===== src/rtl/spike_rate_decoder.sv =====
// Windowed spike-rate decoder: counts active cycles of a 1-bit spike stream over
// 2^WINDOW_LOG2 clocks and converts the count into a PROB_W-bit rate code.
//
// state | meaning
// IDLE  | waiting for start; outputs hold the last completed window
// RUN   | sampling spike_in_i once per edge until the window wraps
module spike_rate_decoder #(
    parameter int WINDOW_LOG2 = 8,
    parameter int PROB_W      = 4
) (
    input  logic                   clk_i,
    input  logic                   rst_ni,
    input  logic                   start_i,
    input  logic                   cont_i,
    input  logic                   spike_in_i,
    output logic                   busy_o,
    output logic                   done_o,
    output logic [WINDOW_LOG2:0]   count_o,
    output logic [PROB_W-1:0]      rate_o,
    output logic                   saturated_o
);

    localparam int CW    = WINDOW_LOG2 + 1;
    localparam int SHIFT = WINDOW_LOG2 - PROB_W;
    localparam logic [CW-1:0] LAST_SAMPLE = CW'((2 ** WINDOW_LOG2) - 1);
    localparam logic [CW-1:0] RATE_MAX    = CW'((2 ** PROB_W) - 1);

    typedef enum logic {
        IDLE = 1'b0,
        RUN  = 1'b1
    } state_e;

    state_e              state_q, state_d;
    logic [CW-1:0]       acc_q, acc_d;
    logic [CW-1:0]       cnt_q, cnt_d;
    logic [CW-1:0]       count_q, count_d;
    logic [PROB_W-1:0]   rate_q, rate_d;
    logic                sat_q, sat_d;
    logic                done_q, done_d;
    logic [CW-1:0]       acc_next;
    logic [CW-1:0]       shifted;

    always_ff @(posedge clk_i or negedge rst_ni) begin
        if (!rst_ni) begin
            state_q <= IDLE;
            acc_q   <= '0;
            cnt_q   <= '0;
            count_q <= '0;
            rate_q  <= '0;
            sat_q   <= 1'b0;
            done_q  <= 1'b0;
        end else begin
            state_q <= state_d;
            acc_q   <= acc_d;
            cnt_q   <= cnt_d;
            count_q <= count_d;
            rate_q  <= rate_d;
            sat_q   <= sat_d;
            done_q  <= done_d;
        end
    end

    always_comb begin
        state_d  = state_q;
        acc_d    = acc_q;
        cnt_d    = cnt_q;
        count_d  = count_q;
        rate_d   = rate_q;
        sat_d    = sat_q;
        done_d   = 1'b0;
        // The final sample is folded in before the shift so count includes it.
        acc_next = acc_q + {{WINDOW_LOG2{1'b0}}, spike_in_i};
        shifted  = acc_next >> SHIFT;

        unique case (state_q)
            IDLE: begin
                if (start_i) begin
                    acc_d   = '0;
                    cnt_d   = '0;
                    state_d = RUN;
                end
            end
            RUN: begin
                acc_d = acc_next;
                cnt_d = cnt_q + CW'(1);
                if (cnt_q == LAST_SAMPLE) begin
                    count_d = acc_next;
                    done_d  = 1'b1;
                    if (shifted > RATE_MAX) begin
                        rate_d = '1;
                        sat_d  = 1'b1;
                    end else begin
                        rate_d = shifted[PROB_W-1:0];
                        sat_d  = 1'b0;
                    end
                    if (cont_i) begin
                        acc_d = '0;
                        cnt_d = '0;
                    end else begin
                        state_d = IDLE;
                    end
                end
            end
            default: state_d = IDLE;
        endcase
    end

    assign busy_o      = (state_q == RUN);
    assign done_o      = done_q;
    assign count_o     = count_q;
    assign rate_o      = rate_q;
    assign saturated_o = sat_q;

endmodule

===== config.mk =====
export PLATFORM = sky130hd
export DESIGN_NAME = spike_rate_decoder
export DESIGN_NICKNAME = d
export VERILOG_FILES = /design/src/rtl/spike_rate_decoder.sv
export SDC_FILE = /design/constraint.sdc
export NUM_CORES = 1
export LEC_CHECK = 0
export CORE_UTILIZATION = 40
export CTS_CLUSTER_SIZE = 25
export DETAILED_ROUTE_END_ITERATION = 12
export PLACE_DENSITY = 0.58
export SETUP_SLACK_MARGIN = 0.3
export SYNTH_ARGS = -nofsm -noshare
export SYNTH_HDL_FRONTEND = slang
export SYNTH_SLANG_ARGS = --single-unit

===== constraint.sdc =====
create_clock -name clk_i -period 4.2 [get_ports clk_i]
set_input_delay 0.84 -clock clk_i [delete_from_list [all_inputs] [get_ports clk_i]]
set_output_delay 0.84 -clock clk_i [all_outputs]
set_load 0.1 [all_outputs]

# Word level (Yosys, flattened, before mapping)
# Cells that the tools add are included.
dict set report totals {
  output_inout_bits 16
  register_bits 34
  wordCells 29
  input_bits 5
}
dict set report classes {
  eq_ne 2
  magnitude_cmp 1
  n_bitwise 1
  n_mux 15
  n_reduce_logical 1
  add_sub_neg 2
}
# cell n
set ops {}
lappend ops {{$mux W9} 5}
lappend ops {{$pmux W9 S2} 2}
lappend ops {{$add A9 B1 Y9} 1}
lappend ops {{$add A9 B1 Y9 const B} 1}
lappend ops {{$eq A9 B8 Y1 const B} 1}
lappend ops {{$mux W1} 6}
lappend ops {{$gt A5 B4 Y1 const B} 1}
lappend ops {{$mux W4} 1}
lappend ops {{$ne A2 B2 Y1 const B} 1}
lappend ops {{$pmux W1 S2} 1}
lappend ops {{$reduce_and A2 Y1} 1}
lappend ops {{$not A1 Y1} 1}

# Logic depth before layout (Yosys ltp)
dict set report depth {
  ltp_word 4
  mapped_depth 7
  depth_no_buf 6
}

# Worst setup path before layout
# No wires, ideal clock.
dict set report synth_path {
  kind {in2reg}
  startpoint {input port spike_in_i}
  endpoint {register rate_q[2] (netlist: rate_o[2])}
  setup_ns 0.066
  t_required_ns 4.134
  cell_stages 6
  path_buffers 0
  arrival_time_ns 2.061
  path_slack_ns 2.073
  cell_sequence {ha_1 > ha_1 > and3_1 > and3_1 > a311oi_1 > a21o_1}
}
dict set report synth_between {
  elab_chain_len 3
}
# item line_no
set synth_rtl {}
lappend synth_rtl {{from (decl)} 15} ;# input logic spike_in_i,
lappend synth_rtl {{$add A9 B1 Y9 (*)} 72} ;# acc_next = acc_q + {{WINDOW_LOG2{1'b0}}, spike_in_i};
lappend synth_rtl {{$gt A5 B4 Y1} 89} ;# if (shifted > RATE_MAX) begin
lappend synth_rtl {{$mux W4 (*)} 89}
lappend synth_rtl {{to (signal assigned)} 57} ;# rate_q <= rate_d;
lappend synth_rtl {{to (decl)} 37} ;# logic [PROB_W-1:0] rate_q, rate_d;
# Every way passes the cells marked *; elsewhere a longest branch is shown, timed or not.
# A chain may end at the register's enable or synchronous reset.

# Worst setup path after layout
dict set report layout_path {
  startpoint {register state_q (netlist: busy_o)}
  endpoint {output port busy_o}
}
# item line_no
set layout_lines {}
lappend layout_lines {{from (decl)} 33} ;# state_e state_q, state_d;
lappend layout_lines {{from (signal assigned)} 53} ;# state_q <= state_d;
lappend layout_lines {{to (decl)} 16} ;# output logic busy_o,
# No word-level cell between the ends.

==> reports/results.tsv <==
stage	metric	value	unit
clock_network	cts_inserted_buffers	5	
finish	fin_area	1940	um2
timing	post-route-period-util	65.3	%
clock_network	cts_resized	0	
drt	vias	1218	
timing	maxSlewViolCount	0	
critical_path	regToRegStartpoint	cnt_q[0]$_DFFE_PN0P_	
drt	drc_errors	0	
placed_design	placed_area	1860	um2
timing	rsz0062_at_grt	no	
die	die_w	65.8	um
critical_path	path_delay_family	buffers and inverters	
timing	max_freq	365	MHz
die	die_h	65.8	um
pwr	ir_worst_vdd	231	uV
die	start_util	43.2	%
pwr	p_per_area	476	nW/um2
critical_path	worstPathMaxFanout	5	
synthesis	yosys.area.top_type_share	52.3	%
pwr	p_leak	0.823	nW
synthesis	synth-seq-cells	34	
critical_path	end_kind	output port	
drt	ant_nets	0	
timing	finClkSkew	5.22	ps
worst_hold_path	worstHoldPathType	reg2reg	
pwr	internal-power	624	uW
finish	diodes	0	
synthesis	synthesis.area	1630	um2
clock_network	clockBufferDepth	2	
clock_network	cts_tree	built	
die	num_rows	22	
synthesis	seq_area_frac_synth	52.3	%
clock_network	clk_pin_slew	70	ps
critical_path	critPathKind	reg2out	
die	fp.dieArea	4330	um2
finish	multi_input_area	713	um2
finish	nets	194	
timing	setup_tns	0	ps
critical_path	path_buf_inv	1	
die	io_pins	21	
clock_network	cts_setup_buffers	0	
critical_path	crit_arrival	1900	ps
timing	finalCriticalPeriod	2740	ps
global_route	gr-total-overflow	0	
finish	syn2layout_area_growth	19.3	%
timing	layout_setup_ws	1460	ps
status	outcome	finished, final reports clean	
worst_hold_path	min-delay-start	count_o[4]$_DFFE_PN0P_	
critical_path	cpPeakStageDelay	1170	ps
clock_network	clock_sinks	34	
finish	n_fill_cell	337	
finish	seqCellArea	851	um2
die	core-area	3770	um2
clock_network	cts_hold_buf	0	
synthesis	synth_area_leaders	dfrtp_1 52%, nand2_1 5.1%, xnor2_1 4.3%	
placed_design	io_buffers	20	
synthesis	synth_nets	171	
timing	maxSlewHeadroom	35.4	%
placed_design	gp_congestion	0.874	
drt	via_per_inst	5.23	
finish	drive_gt1_share	8.11	%
synthesis	syn_avg_cell_area	9.99	um2
synthesis	yosysWarnings	0	
placed_design	pre_cts_slack	1500	ps
pwr	power_frac_comb	21.2	%
placed_design	dp_hpwl	2220	um
synthesis	yosysTopAreaCell	dfrtp_1	
global_route	grt_pass1_vias	1226	
critical_path	critPathLaunch	busy_o$_DFF_PN0_	
pwr	swShare	32.5	%
clock_network	htreeDepth	2	
drt	wl_per_cell	13.7	um
critical_path	required	3360	ps
clock_network	cts-root-buf	clkbuf_8	
pwr	pwr-share-seq	53.3	%
critical_path	path_cells	clkdlybuf4s50_1	
global_route	grt_first_pass_wirelength	5590	um
drt	drt_wl_total	3200	um
pwr	p_switching	301	uW
global_route	antenna_found_initial	0	
global_route	grt_util_all_layers	17.7	%
drt	dr.pass1.iters	4	
job	drv_cap	0	
timing	finalSetupViolations	0	
global_route	grt_max_degree	35	
timing	hold_violations	0	
drt	drt-initial-drc-count	48	
synthesis	ys_types	35	
clock_network	clock_latency	280	ps
pwr	pwr-share-clk	25.5	%
critical_path	startpoint_type	register	
timing	tightest_slew	966	ps
synthesis	synthCells	163	
critical_path	slowest_stage	clkdlybuf4s50_1	
-- routing by layer --
| metal | vias to the layer above | wire length (um) | track usage, % |
|---|---|---|---|
| li1 | 629 | - | - |
| met3 | 5 | 154 | 5.69 |
| met2 | 27 | 1470 | 28.6 |
| met1 | 557 | 1520 | 21.3 |
| met5 | - | 0 | 0 |
| met4 | 0 | 55 | 8.42 |
-- cell type report --
cell class	instances	area share, %
repair buffers	21	10.7
multi-input cells	117	36.7
inverters	7	1.42
flip-flops and latches	34	43.8
clock buffers	6	4.25
well taps	48	3.09
-- power by group through the flow --
stage                     Sequential (mW)  Clock, mW  Combinational [mW]
final                               0.493      0.236               0.196
after global routing                0.507      0.262               0.229
after CTS                           0.491      0.245               0.199
after detailed placement            0.495          0               0.198
after global placement              0.494          0               0.194
after floorplan                     0.474          0               0.164
-- registers in the layout (all words and copies together), names as in the netlist --
| signal | flops |
|---|---|
| saturated_o | 1 |
| busy_o | 1 |
| acc_q | 9 |
| cnt_q | 9 |
| done_o | 1 |
| count_o | 9 |
| rate_o | 4 |
-- path summary, 6_finish.rpt --
| kind | endpoint | slack [ps] | cells past startpoint |
|---|---|---|---|
| worst min register to register | count_o[4]$_DFFE_PN0P_ | 480 | 2 |
| min in group asynchronous | count_o[3]$_DFFE_PN0P_ | 970 | 2 |
| worst max-delay path | busy_o | 1460 | 1 |
| worst max register to register | cnt_q[5]$_DFFE_PN0P_ | 2170 | 5 |
| max in group asynchronous | acc_q[8]$_DFFE_PN0P_ | 2920 | 2 |
| worst min-delay path | count_o[4]$_DFFE_PN0P_ | 480 | 2 |
-- cell families after synthesis --
group / Yosys count / synth area share, %
compound gates: 45 / 18.3
fa+ha+maj: 3 / 2.31
xor+xnor: 10 / 5.38
buf+inv: 12 / 3.92
simple gates: 59 / 17.8
flops: 34 / 52.3
-- cell usage in the layout (no fill, tap or decap), types with 2 or more instances in the layout --
master and count:
nor2_1 10, ha_1 3, o22ai_1 2, and3_1 3, nand3_1 10, clkbuf_8 6, a22o_1 6, o21ai_0 10
nand2_1 22, a31oi_1 4, a311oi_1 2, dfrtp_1 34, nor3_1 6, xor2_1 2, xnor2_1 8, a21o_1 3
o21ai_1 8, a21oi_1 7, inv_1 5, clkdlybuf4s50_1 20
-- per-stage QoR --
stage / cells / hold WS, ps / total power [mW] / util (%)
floorplan: 163 / 477 / 0.638 / -
global placement: 227 / 458 / 0.688 / 49.3
detailed placement: 227 / 465 / 0.693 / 49.3
CTS: 233 / 480 / 0.935 / 51.5
global route: 233 / 504 / 0.998 / 51.5
finish: 233 / 479 / 0.925 / 51.5
-- cells in the mapped netlist --
cell      count
dfrtp_1      34
nand2_1      22
nand3_1      10
nor2_1       10
o21ai_0      10
o21ai_1       8
xnor2_1       8
a21oi_1       7
a22o_1        6
nor3_1        6
inv_1         5
a31oi_1       4
a21o_1        3
and3_1        3
ha_1          3
a311oi_1      2
buf_6         2
o22ai_1       2
xor2_1        2
a31o_2        1
a31oi_4       1
and4_2        1
and4b_1       1
buf_2         1
clkbuf_1      1
clkbuf_2      1
clkinv_2      1
inv_2         1
nand3_2       1
nand4_2       1
nand4b_1      1
nor2b_1       1
nor3b_1       1
o31ai_2       1
or3_1         1
Note: power is estimated with default switching activity, not from simulation.
